File: config.mk
export PLATFORM = sky130hd
export DESIGN_NAME = uart16550_lite_ctrl
export DESIGN_NICKNAME = d
export VERILOG_FILES = /design/src/rtl/uart16550_lite_ctrl_pkg.sv /design/src/rtl/uart16550_lite_ctrl_axil.sv /design/src/rtl/uart16550_lite_ctrl.sv
export SDC_FILE = /design/constraint.sdc
export NUM_CORES = 1
export LEC_CHECK = 0
export BUFFER_PORTS_ARGS = -buffer_cell sky130_fd_sc_hd__buf_2
export CAP_MARGIN = 10
export CORE_ASPECT_RATIO = 0.7
export CORE_MARGIN = 3
export CORE_UTILIZATION = 27
export CTS_BUF_LIST = sky130_fd_sc_hd__clkbuf_16
export DETAILED_ROUTE_END_ITERATION = 7
export SLEW_MARGIN = 20
export SYNTH_ARGS = -nofsm -noshare
export SYNTH_HDL_FRONTEND = slang
export SYNTH_SLANG_ARGS = --single-unit
File: constraint.sdc
create_clock -name clock -period 3.75 [get_ports clock]
set_clock_uncertainty 0.1 [all_clocks]
set_input_delay 0.375 -clock clock [delete_from_list [all_inputs] [get_ports clock]]
set_output_delay 0.375 -clock clock [all_outputs]
set_load 0.02 [all_outputs]
File: src/rtl/uart16550_lite_ctrl_pkg.sv
// Shared definitions for the UART16550 lite-port controller: register map,
// LSR bit positions, AXI response codes and the sequencing FSM states.
package uart16550_lite_ctrl_pkg;

  localparam int unsigned AXI_ADDR_W = 13;

  // Register offsets relative to the UART register block base
  localparam logic [AXI_ADDR_W-1:0] OFF_RBR_THR_DLL = 13'h000;
  localparam logic [AXI_ADDR_W-1:0] OFF_IER_DLM     = 13'h004;
  localparam logic [AXI_ADDR_W-1:0] OFF_FCR         = 13'h008;
  localparam logic [AXI_ADDR_W-1:0] OFF_LCR         = 13'h00C;
  localparam logic [AXI_ADDR_W-1:0] OFF_LSR         = 13'h014;

  // LSR bit indices
  localparam int unsigned LSR_DR   = 0;
  localparam int unsigned LSR_THRE = 5;

  // LCR divisor-latch access bit
  localparam logic [7:0] LCR_DLAB = 8'h80;

  // AXI response code for a clean transfer
  localparam logic [1:0] RESP_OKAY = 2'b00;

  typedef enum logic [3:0] {
    S_W_LCR_DLAB,
    S_W_DLL,
    S_W_DLM,
    S_W_LCR,
    S_W_FCR,
    S_W_IER,
    S_GAP,
    S_R_LSR,
    S_R_RBR,
    S_TX_ACCEPT,
    S_W_THR
  } ctrl_state_e;

endpackage

File: src/rtl/uart16550_lite_ctrl_axil.sv
// One-shot AXI4-Lite master engine: runs a single write or read per start
// pulse and reports completion with the response code and read byte.
module axil_single_master
  import uart16550_lite_ctrl_pkg::*;
(
  input  logic                  clock,
  input  logic                  resetn,
  input  logic                  i_start_wr,
  input  logic                  i_start_rd,
  input  logic [AXI_ADDR_W-1:0] i_addr,
  input  logic [7:0]            i_wdata,
  output logic                  o_done,
  output logic [7:0]            o_rdata,
  output logic [1:0]            o_resp,
  output logic [AXI_ADDR_W-1:0] m_aw_addr,
  output logic                  m_aw_valid,
  input  logic                  m_aw_ready,
  output logic [31:0]           m_w_data,
  output logic [3:0]            m_w_strb,
  output logic                  m_w_valid,
  input  logic                  m_w_ready,
  input  logic [1:0]            m_b_resp,
  input  logic                  m_b_valid,
  output logic                  m_b_ready,
  output logic [AXI_ADDR_W-1:0] m_ar_addr,
  output logic                  m_ar_valid,
  input  logic                  m_ar_ready,
  input  logic [31:0]           m_r_data,
  input  logic [1:0]            m_r_resp,
  input  logic                  m_r_valid,
  output logic                  m_r_ready
);

  logic                  r_aw_valid;
  logic                  r_w_valid;
  logic                  r_b_ready;
  logic                  r_wr_busy;
  logic                  r_ar_valid;
  logic                  r_r_ready;
  logic [AXI_ADDR_W-1:0] r_addr;
  logic [7:0]            r_wdata;

  logic w_busy;
  logic w_aw_ok;
  logic w_w_ok;
  logic w_unused_rdata;

  assign w_busy  = r_wr_busy | r_ar_valid | r_r_ready;
  // Address/data channel counts as finished if already handshaken or handshaking now
  assign w_aw_ok = ~r_aw_valid | m_aw_ready;
  assign w_w_ok  = ~r_w_valid  | m_w_ready;

  // Handshake sequencing for both channels; payload latched at start so it stays stable
  always_ff @(posedge clock or negedge resetn) begin
    if (!resetn) begin
      r_aw_valid <= 1'b0;
      r_w_valid  <= 1'b0;
      r_b_ready  <= 1'b0;
      r_wr_busy  <= 1'b0;
      r_ar_valid <= 1'b0;
      r_r_ready  <= 1'b0;
      r_addr     <= '0;
      r_wdata    <= '0;
    end else begin
      if (i_start_wr && !w_busy) begin
        r_addr     <= i_addr;
        r_wdata    <= i_wdata;
        r_aw_valid <= 1'b1;
        r_w_valid  <= 1'b1;
        r_wr_busy  <= 1'b1;
      end else if (i_start_rd && !w_busy) begin
        r_addr     <= i_addr;
        r_ar_valid <= 1'b1;
      end
      if (r_aw_valid && m_aw_ready) r_aw_valid <= 1'b0;
      if (r_w_valid && m_w_ready)   r_w_valid  <= 1'b0;
      if (r_wr_busy && !r_b_ready && w_aw_ok && w_w_ok) r_b_ready <= 1'b1;
      if (r_b_ready && m_b_valid) begin
        r_b_ready <= 1'b0;
        r_wr_busy <= 1'b0;
      end
      if (r_ar_valid && m_ar_ready) begin
        r_ar_valid <= 1'b0;
        r_r_ready  <= 1'b1;
      end
      if (r_r_ready && m_r_valid) r_r_ready <= 1'b0;
    end
  end

  assign m_aw_addr  = r_addr;
  assign m_aw_valid = r_aw_valid;
  assign m_w_data   = {24'h0, r_wdata};
  assign m_w_strb   = 4'h1;
  assign m_w_valid  = r_w_valid;
  assign m_b_ready  = r_b_ready;
  assign m_ar_addr  = r_addr;
  assign m_ar_valid = r_ar_valid;
  assign m_r_ready  = r_r_ready;

  assign o_done  = (r_b_ready & m_b_valid) | (r_r_ready & m_r_valid);
  assign o_resp  = r_b_ready ? m_b_resp : m_r_resp;
  assign o_rdata = m_r_data[7:0];

  assign w_unused_rdata = ^m_r_data[31:8];

endmodule

File: src/rtl/uart16550_lite_ctrl.sv
// AXI4-Lite master owning a UART16550: programs line settings after reset,
// then polls LSR and bridges TX/RX byte streams to THR/RBR.
module uart16550_lite_ctrl
  import uart16550_lite_ctrl_pkg::*;
#(
  parameter logic [12:0] BASE_ADDR = 13'h1000,
  parameter logic [15:0] DIVISOR   = 16'd27,
  parameter logic [7:0]  LCR_VAL   = 8'h03,
  parameter logic [7:0]  FCR_VAL   = 8'h07,
  parameter logic [7:0]  POLL_GAP  = 8'd4
) (
  input  logic        clock,
  input  logic        resetn,
  output logic [12:0] m_aw_addr,
  output logic        m_aw_valid,
  input  logic        m_aw_ready,
  output logic [31:0] m_w_data,
  output logic [3:0]  m_w_strb,
  output logic        m_w_valid,
  input  logic        m_w_ready,
  input  logic [1:0]  m_b_resp,
  input  logic        m_b_valid,
  output logic        m_b_ready,
  output logic [12:0] m_ar_addr,
  output logic        m_ar_valid,
  input  logic        m_ar_ready,
  input  logic [31:0] m_r_data,
  input  logic [1:0]  m_r_resp,
  input  logic        m_r_valid,
  output logic        m_r_ready,
  input  logic [7:0]  tx_data,
  input  logic        tx_valid,
  output logic        tx_ready,
  output logic [7:0]  rx_data,
  output logic        rx_valid,
  input  logic        rx_ready,
  input  logic        reinit,
  output logic        init_done,
  output logic        bus_err
);

  ctrl_state_e r_state;
  ctrl_state_e w_state_nxt;

  logic        r_issued;
  logic        r_reinit_pend;
  logic [7:0]  r_gap_cnt;
  logic        r_last_rx;
  logic [7:0]  r_tx_byte;
  logic [7:0]  r_rx_data;
  logic        r_rx_valid;
  logic        r_init_done;
  logic        r_bus_err;

  logic        w_is_wr;
  logic        w_is_rd;
  logic        w_start_wr;
  logic        w_start_rd;
  logic [12:0] w_addr;
  logic [7:0]  w_wdata;
  logic        w_done;
  logic [7:0]  w_rdata;
  logic [1:0]  w_resp;
  logic        w_reinit_req;
  logic        w_reinit_go;
  logic        w_enter_gap;
  logic        w_dr_ok;
  logic        w_tx_ok;

  assign w_reinit_req = r_reinit_pend | reinit;
  assign w_dr_ok      = w_rdata[LSR_DR] & ~r_rx_valid;
  assign w_tx_ok      = w_rdata[LSR_THRE] & tx_valid;
  assign w_start_wr   = w_is_wr & ~r_issued;
  assign w_start_rd   = w_is_rd & ~r_issued;

  // Next-state, bus request and register-access selection
  always_comb begin
    w_state_nxt = r_state;
    w_is_wr     = 1'b0;
    w_is_rd     = 1'b0;
    w_addr      = BASE_ADDR + OFF_RBR_THR_DLL;
    w_wdata     = '0;
    w_enter_gap = 1'b0;
    w_reinit_go = 1'b0;
    case (r_state)
      S_W_LCR_DLAB: begin
        w_is_wr = 1'b1;
        w_addr  = BASE_ADDR + OFF_LCR;
        w_wdata = LCR_DLAB | LCR_VAL;
        if (w_done) w_state_nxt = S_W_DLL;
      end
      S_W_DLL: begin
        w_is_wr = 1'b1;
        w_wdata = DIVISOR[7:0];
        if (w_done) w_state_nxt = S_W_DLM;
      end
      S_W_DLM: begin
        w_is_wr = 1'b1;
        w_addr  = BASE_ADDR + OFF_IER_DLM;
        w_wdata = DIVISOR[15:8];
        if (w_done) w_state_nxt = S_W_LCR;
      end
      S_W_LCR: begin
        w_is_wr = 1'b1;
        w_addr  = BASE_ADDR + OFF_LCR;
        w_wdata = LCR_VAL & ~LCR_DLAB;
        if (w_done) w_state_nxt = S_W_FCR;
      end
      S_W_FCR: begin
        w_is_wr = 1'b1;
        w_addr  = BASE_ADDR + OFF_FCR;
        w_wdata = FCR_VAL;
        if (w_done) w_state_nxt = S_W_IER;
      end
      S_W_IER: begin
        w_is_wr = 1'b1;
        w_addr  = BASE_ADDR + OFF_IER_DLM;
        if (w_done) w_state_nxt = S_GAP;
      end
      S_GAP: begin
        if (w_reinit_req) begin
          w_state_nxt = S_W_LCR_DLAB;
          w_reinit_go = 1'b1;
        end else if (r_gap_cnt == '0) begin
          w_state_nxt = S_R_LSR;
        end
      end
      S_R_LSR: begin
        w_is_rd = 1'b1;
        w_addr  = BASE_ADDR + OFF_LSR;
        if (w_done) begin
          // Both sides eligible: serve the one not served last
          if (w_dr_ok && (!w_tx_ok || !r_last_rx)) w_state_nxt = S_R_RBR;
          else if (w_tx_ok)                        w_state_nxt = S_TX_ACCEPT;
          else                                     w_state_nxt = S_GAP;
        end
      end
      S_R_RBR: begin
        w_is_rd = 1'b1;
        if (w_done) w_state_nxt = S_GAP;
      end
      S_TX_ACCEPT: begin
        w_state_nxt = S_W_THR;
      end
      S_W_THR: begin
        w_is_wr = 1'b1;
        w_wdata = r_tx_byte;
        if (w_done) w_state_nxt = S_GAP;
      end
      default: w_state_nxt = S_W_LCR_DLAB;
    endcase
    // A pending reinit redirects any entry into GAP back to the init sequence
    if (w_state_nxt == S_GAP && r_state != S_GAP) begin
      w_enter_gap = 1'b1;
      if (w_reinit_req) begin
        w_state_nxt = S_W_LCR_DLAB;
        w_reinit_go = 1'b1;
      end
    end
  end

  // FSM state register
  always_ff @(posedge clock or negedge resetn) begin
    if (!resetn) r_state <= S_W_LCR_DLAB;
    else         r_state <= w_state_nxt;
  end

  // Control flags, gap counter, stream slots and status bits
  always_ff @(posedge clock or negedge resetn) begin
    if (!resetn) begin
      r_issued      <= 1'b0;
      r_reinit_pend <= 1'b0;
      r_gap_cnt     <= POLL_GAP;
      r_last_rx     <= 1'b0;
      r_tx_byte     <= '0;
      r_rx_data     <= '0;
      r_rx_valid    <= 1'b0;
      r_init_done   <= 1'b0;
      r_bus_err     <= 1'b0;
    end else begin
      if (w_done)                        r_issued <= 1'b0;
      else if (w_start_wr || w_start_rd) r_issued <= 1'b1;

      if (w_reinit_go) r_reinit_pend <= 1'b0;
      else if (reinit) r_reinit_pend <= 1'b1;

      if (w_enter_gap)                        r_gap_cnt <= POLL_GAP;
      else if (r_state == S_GAP && r_gap_cnt != '0) r_gap_cnt <= r_gap_cnt - 8'd1;

      if (r_state == S_R_LSR && w_done) begin
        if (w_state_nxt == S_R_RBR)          r_last_rx <= 1'b1;
        else if (w_state_nxt == S_TX_ACCEPT) r_last_rx <= 1'b0;
      end

      if (r_state == S_TX_ACCEPT) r_tx_byte <= tx_data;

      if (r_rx_valid && rx_ready) r_rx_valid <= 1'b0;
      if (r_state == S_R_RBR && w_done) begin
        r_rx_data  <= w_rdata;
        r_rx_valid <= 1'b1;
      end

      if (w_reinit_go)                      r_init_done <= 1'b0;
      else if (r_state == S_W_IER && w_done) r_init_done <= 1'b1;

      if (w_done && w_resp != RESP_OKAY) r_bus_err <= 1'b1;
    end
  end

  assign tx_ready  = (r_state == S_TX_ACCEPT);
  assign rx_data   = r_rx_data;
  assign rx_valid  = r_rx_valid;
  assign init_done = r_init_done;
  assign bus_err   = r_bus_err;

  axil_single_master u_axil (
    .clock      (clock),
    .resetn     (resetn),
    .i_start_wr (w_start_wr),
    .i_start_rd (w_start_rd),
    .i_addr     (w_addr),
    .i_wdata    (w_wdata),
    .o_done     (w_done),
    .o_rdata    (w_rdata),
    .o_resp     (w_resp),
    .m_aw_addr  (m_aw_addr),
    .m_aw_valid (m_aw_valid),
    .m_aw_ready (m_aw_ready),
    .m_w_data   (m_w_data),
    .m_w_strb   (m_w_strb),
    .m_w_valid  (m_w_valid),
    .m_w_ready  (m_w_ready),
    .m_b_resp   (m_b_resp),
    .m_b_valid  (m_b_valid),
    .m_b_ready  (m_b_ready),
    .m_ar_addr  (m_ar_addr),
    .m_ar_valid (m_ar_valid),
    .m_ar_ready (m_ar_ready),
    .m_r_data   (m_r_data),
    .m_r_resp   (m_r_resp),
    .m_r_valid  (m_r_valid),
    .m_r_ready  (m_r_ready)
  );

endmodule

* Word-level counts from Yosys, hierarchy flattened
Cells that the tools add are included.
W data, S select, Z words.
** Word-level totals
- Input port bits :: 54
- Logic and storage cells :: 147
- Output and inout port bits :: 79
- Register bits :: 61
** Operators by class
- Add/sub/neg operators :: 1
- Reduce and logical (&&, ||, !) cells :: 48
- Equal/unequal tests :: 15
- Bitwise operators :: 16
- Mux-type cells :: 49
** Operators with widths (count)
- $mux W4 :: 13
- $pmux W8 S5 :: 1
- $pmux W4 S9 :: 1
- $mux W1 :: 28
- $reduce_bool A2 Y1 :: 14
- $mux W13 :: 2
- $eq A4 B3 Y1 const B :: 5
- $eq A4 B4 Y1 const B :: 5
- $pmux W5 S4 :: 1
- $logic_and A1 B1 Y1 :: 18
- $mux W8 :: 2
- $eq A4 B2 Y1 const B :: 2
- $logic_not A8 Y1 :: 1
- $reduce_bool A8 Y1 :: 1
- $sub A8 B1 Y8 const B :: 1
- $reduce_or A7 Y1 :: 1
- $and A1 B1 Y1 :: 6
- $or A1 B1 Y1 :: 6
- $reduce_or A2 Y1 :: 3
- $eq A4 B1 Y1 const B :: 1
- $logic_not A1 Y1 :: 4
- $logic_not A4 Y1 :: 1
- $ne A4 B3 Y1 const B :: 1
- $not A1 Y1 :: 4
- other kinds (5) :: 7

* Depth between registers and ports, before layout
- Word-level depth :: 13
- Gate-level depth with buffers :: 9
- Depth with buffers taken out :: 8

* Modules after synthesis
A second synthesis with hierarchy kept.
** Unflattened totals
- Cell total of the unflattened synthesis :: 306
- Area total of the unflattened synthesis :: 3298.2 um^2
** By module, submodules not included
- uart16550_lite_ctrl :: area an instance 1846.8 um^2, cells each 185, instances 1, seq. area each 852.1 um^2
- axil_single_master :: area an instance 1451.4 um^2, cells each 121, instances 1, seq. area each 675.6 um^2

* Worst setup path before layout
No wires, ideal clock.
- Path type :: register to register
- From :: reg r_gap_cnt[0]
- To :: reg r_gap_cnt[0]
- Setup time :: 0.130 ns
- Buffers on the path :: 1
- Data required time :: 3.520 ns
- Path slack :: 1.751 ns
- Period minus slack after synthesis :: 1.999 ns
- Data arrival time :: 1.769 ns
- Cell stages (with the launch flop) :: 10
- Cells stage by stage :: dfrtp_1 -> inv_1 -> ha_1 -> or3b_1 -> clkbuf_2 -> nor4_1 -> o311ai_1 -> nand2b_4 -> nor3_4 -> o21ai_1
** Between the ends
- Word-level cells in the longest chain between the ends :: 8
- Elaborated cells on any way between the ends :: 13
- Classes of those cells :: add/sub (1); eq/ne (1); mux (6); reduce/logical (5)
** RTL lines
- from (decl) :: RTL line uart16550_lite_ctrl.sv:47 : logic [7:0] r_gap_cnt;
- from (signal assigned) :: RTL line uart16550_lite_ctrl.sv:188 : else if (r_state == S_GAP && r_gap_cnt != '0) r_gap_cnt <= r_gap_cnt - 8'd1;
- $logic_not A8 Y1 :: RTL line uart16550_lite_ctrl.sv:124 : end else if (r_gap_cnt == '0) begin
- $mux W4 :: RTL line uart16550_lite_ctrl.sv:124
- $mux W4 :: RTL line uart16550_lite_ctrl.sv:121 : if (w_reinit_req) begin
- $pmux W4 S9 :: RTL line uart16550_lite_ctrl.sv:85 : case (r_state)
- $eq A4 B3 Y1 :: RTL line uart16550_lite_ctrl.sv:153 : if (w_state_nxt == S_GAP && r_state != S_GAP) begin
- $logic_and A1 B1 Y1 :: RTL line uart16550_lite_ctrl.sv:153
- $mux W1 :: RTL line uart16550_lite_ctrl.sv:153
- $mux W8 / $reduce_bool A2 Y1 (equally long branches)
Parallel ways exist; a longest one is shown, timed or not. The select of a mux whose other input is x is not followed.
A chain may end at the register's enable or synchronous reset.

* Final worst setup path
- From :: reg r_state[3]
- To :: out tx_ready
** Between the ends
- Word-level cells in the longest chain between the ends :: 1
** RTL lines
- from (decl) :: RTL line uart16550_lite_ctrl.sv:42 : ctrl_state_e r_state;
- from (signal assigned) :: RTL line uart16550_lite_ctrl.sv:165 : else r_state <= w_state_nxt;
- $eq A4 B4 Y1 :: RTL line uart16550_lite_ctrl.sv:210 : assign tx_ready = (r_state == S_TX_ACCEPT);
- to (decl) :: RTL line uart16550_lite_ctrl.sv:33 : output logic tx_ready,
No other way between the ends.

==> results.md <==
Layout:
- The number of standard cells in the layout, taps in and fillers out is 478.
- The number of antenna diodes in the final layout is 0.
- The area of combinational cells with multiple inputs is 0.00132 mm^2.
- Counting the fill cells in the layout gives 1087.
- Of the cells placed in the final design, the portion with a size suffix greater than 1 is 28.9%.
- The area added between synthesis and finish is 12.9%.
- Across the whole layout, storage elements account for 0.00130 mm^2.
- Leaving out fill and tap cells, the most frequent cell in the layout is buf_2.
- The final cell utilization of the core is 31.6%.
- After the last flow step, the layout net total stands at 400.
- The library cells used most frequently in the layout, excluding fill and tap cells, are buf_2 (62), dfrtp_1 (51), conb_1 (46).

Yosys:
- The synthesized design contains 0 enable-type register cells.
- Counting flops and latches in the post-synthesis netlist gives 52.
- The share of the synthesized area in the top cell type is 43.6%.
- Of all cell types, the one taking the most synthesized area is dfrtp_1.
- After synthesis the cells add up to 0.00293 mm^2.
- By area the synthesized netlist is led by dfrtp_1 (44%), buf_4 (13%), mux2_2 (6.2%).
- Yosys printed 0 warnings.
- The async set-reset flop share out of synthesis is 100%.
- In the synthesized netlist the dominant register cell turns out to be dfrtp_1.
- The number of instances in the synthesized netlist is 293.
- The number of different library cells in the post-synthesis netlist is 56.
- The post-synthesis average cell area is 10.0 um^2.
- Of the synthesized area, sequential elements account for 44.5%.

GRT:
- Entering global routing, the biggest net connects 37 pins.
- The number of antenna violations at the first check in global routing was 0.
- The met2 track utilization from global routing is 15.3%.
- For this run, global-route usage on met1 was measured as 15.6%.
- The global-route total usage across every layer is 10.7%.
- Summed over all layers, the global routing overflow is 0.
- The first global-routing pass estimated 10400 um of wire.
- After global routing, the most crowded layer is met1.
- The number of global-route vias before repair is 2094.
- The met3 layer usage reported by global route is 3.37%.

Route:
- The pre-antenna-repair detailed-routing pass consisted of 4 iterations.
- The overall via count from detail_route is 2130.
- The detailed-route DRC error count is 0.
- The post-detailed-route via-to-cell ratio is 4.46.
- The count of routing violations after the opening detailed-route iteration is 115.
- The post-route antenna net violation count is 0.
- The average wire per cell in the routed design is 13.4 um.
- For this block, the routed nets add up to 6390 um of wire.

Setup path:
- The type of the setup path with the least slack is reg2out.
- STA classifies the critical path endpoint as an output port.
- Traced cell by cell, the critical path runs through nand2b_1 -> nor3b_1 -> buf_4 -> buf_2.
- The biggest fanout along the worst timing path is 21.
- The required time of the critical path is 3.27 ns.
- The depth of the most critical reg-to-reg path is 3.
- The delay contributed by the slowest stage of the critical path is 0.70 ns.
- The startpoint identified for the worst register-to-register timing path is u_axil.m_r_ready.
- The data arrival at the endpoint of the critical path is 2.03 ns.
- For this design, the slowest cell found on the critical path is dfrtp_1.
- The critical path launch point type is a flop.
- The critical path starts at r_state[3].

Clock tree:
- At the later pin of the worst-skew pair, clock insertion delay measures 0.29 ns.
- CTS built an H-tree with a depth of 2.
- After clock tree synthesis, the flow added hold-fix buffers numbering 0.
- The number of CTS-inserted buffers is 5.
- The count of buffers added by post-CTS timing repair for setup is 0.
- The clock transition at the registers of the reported paths is 0.07 ns.
- Counting along the longest clock path gives a buffer depth of 2.
- The buffer cell driving the clock tree root is clkbuf_16.
- TritonCTS built the clock tree.
- The total of cells resized after clock tree synthesis is 0.
- The number of sinks handled by clock tree synthesis is 52.

Floorplan:
- The initial utilization of the core area, before any placement, comes to 28.0%.
- The placeable core area is 0.0105 mm^2.
- The area enclosed by the die boundary is 0.0122 mm^2.
- The floorplan has 31 rows.
- The vertical die dimension is 93.1 um.
- Pin placement for this block handled 133 I/O pins.
- In this run the horizontal extent of the chip is 130 um.

Power and ir drop:
- The combinational cell fraction of total power is 36.1%.
- VDD sags by at most 0.000239 V.
- The proportion of power drawn by flip-flops and latches is 41.6%.
- In this run the static leakage power is 1.60 nW.
- The internal power of the cells totals 1.38 mW.
- The design draws 2.31 mW.
- The switching power of the nets is 0.927 mW.
- The clock network accounts for 22.3% of the total power.
- For this design the ratio of total power to cell area is 699 mW/mm^2.
- Of the total power, the share spent switching nets is 40.1%.

STA:
- The max-slew violation count was 0.
- The worst path in the final design needs a cycle of 2.51 ns, including I/O delays and setup.
- For this run, the top clock speed supported by timing is 398 MHz.
- The setup TNS is 0 ns.
- The worst pin sits at a relative slew slack of 32.7%.
- The post-route fraction of the period consumed by the critical path is 66.9%.
- The final setup violation count is 0.
- The final count of hold timing violations is 0.
- The worst-margin pin slew is 1.01 ns.
- Setup repair after global routing left no endpoint under its margin.

Place:
- The congestion estimate from routability-driven global placement came to 0.846.
- Including well taps, the total number of placed cells is 470.
- Port buffering added 62 buffers.
- The half-perimeter wire length after detailed placement is 4880 um.

Run:
- The tool flagged a number of max-cap violations equal to 0.

Run status:
- The flow ran to the end, and the final reports show no timing, DRC or antenna violations.

Hold path:
- The path class of the tightest hold or removal check is in2async.
-- cells in the mapped netlist, types with 4 or more instances --
cell and count:
a21oi_1 10, nand2_1 20, mux2_2 16, xor2_1 4, dfrtp_1 51, a22o_1 6
nand3_1 4, nor2b_1 6, inv_1 8, nor3_1 8, nor2_1 17, buf_4 52
buf_2 4, a31oi_1 9, o21ai_0 12, nand2b_1 9
-- registers in the layout, summed over array words and instances (netlist names), 4 cells and up --
register,flops
rx_data,8
u_axil.m_ar_addr,4
r_gap_cnt,8
r_tx_byte,8
u_axil.r_wdata,8
r_state,4
-- power groups by stage --
stage	registers [mW]	logic [mW]	clock network (mW)
after floorplan	0.940	0.669	0
after global placement	0.963	0.817	0
after detailed placement	0.970	0.831	0
after CTS	0.962	0.838	0.531
after global routing	0.994	0.933	0.553
final	0.962	0.834	0.515
-- final cells by class --
cell class,instances,area share (%)
flip-flops and latches,52,39.4
inverters,8,0.908
multi-input cells,214,39.8
well taps,132,4.99
clock buffers,5,3.78
repair buffers,64,9.84
clock inverters,3,1.29
-- critical path: cells and delay by family (launching register included) --
kind | cells | cell delay (ns)
flops | 1 | 0.70
buf+inv | 2 | 0.45
simple gates | 2 | 0.60
-- final timing paths --
| kind | endpoint | slack, ns |
|---|---|---|
| worst max-delay path | tx_ready | 1.24 |
| worst min-delay path | rx_data[2] | 0.08 |
| worst max register to register | u_axil.r_wdata[0] | 1.35 |
| worst min register to register | bus_err | 0.35 |
| max in group asynchronous | bus_err | 2.73 |
| min in group clock | rx_valid | 0.15 |
-- metal layers --
metal  up-vias  part of all wire [%]
met2        83                    41
met3         6                   7.6
met5         -                     0
met1      1004                    50
li1       1037                     -
met4         0                  0.92
-- cells by family after synthesis --
family                     Yosys count  synth area share (%)
xor gates and xnor gates             6                  1.79
buffers and inverters               71                  16.2
DFF                                 52                  44.5
adders and majority gates            1                 0.427
other                                2                 0.256
muxes                               18                  6.83
and+or+nand+nor                     82                  15.8
AOI/OAI and AO/OA                   61                  14.2
-- stage by stage --
step | instance area [um^2] | hold slack (ns) | worst slack (ns)
floorplan | 3090 | -0.0206 | 1.75
global placement | 3140 | 0.337 | 1.39
detailed placement | 3140 | 0.343 | 1.39
CTS | 3310 | 0.103 | 1.28
global route | 3310 | 0.134 | 1.12
finish | 3310 | 0.0768 | 1.24
Power figures use the tool's default switching activity.
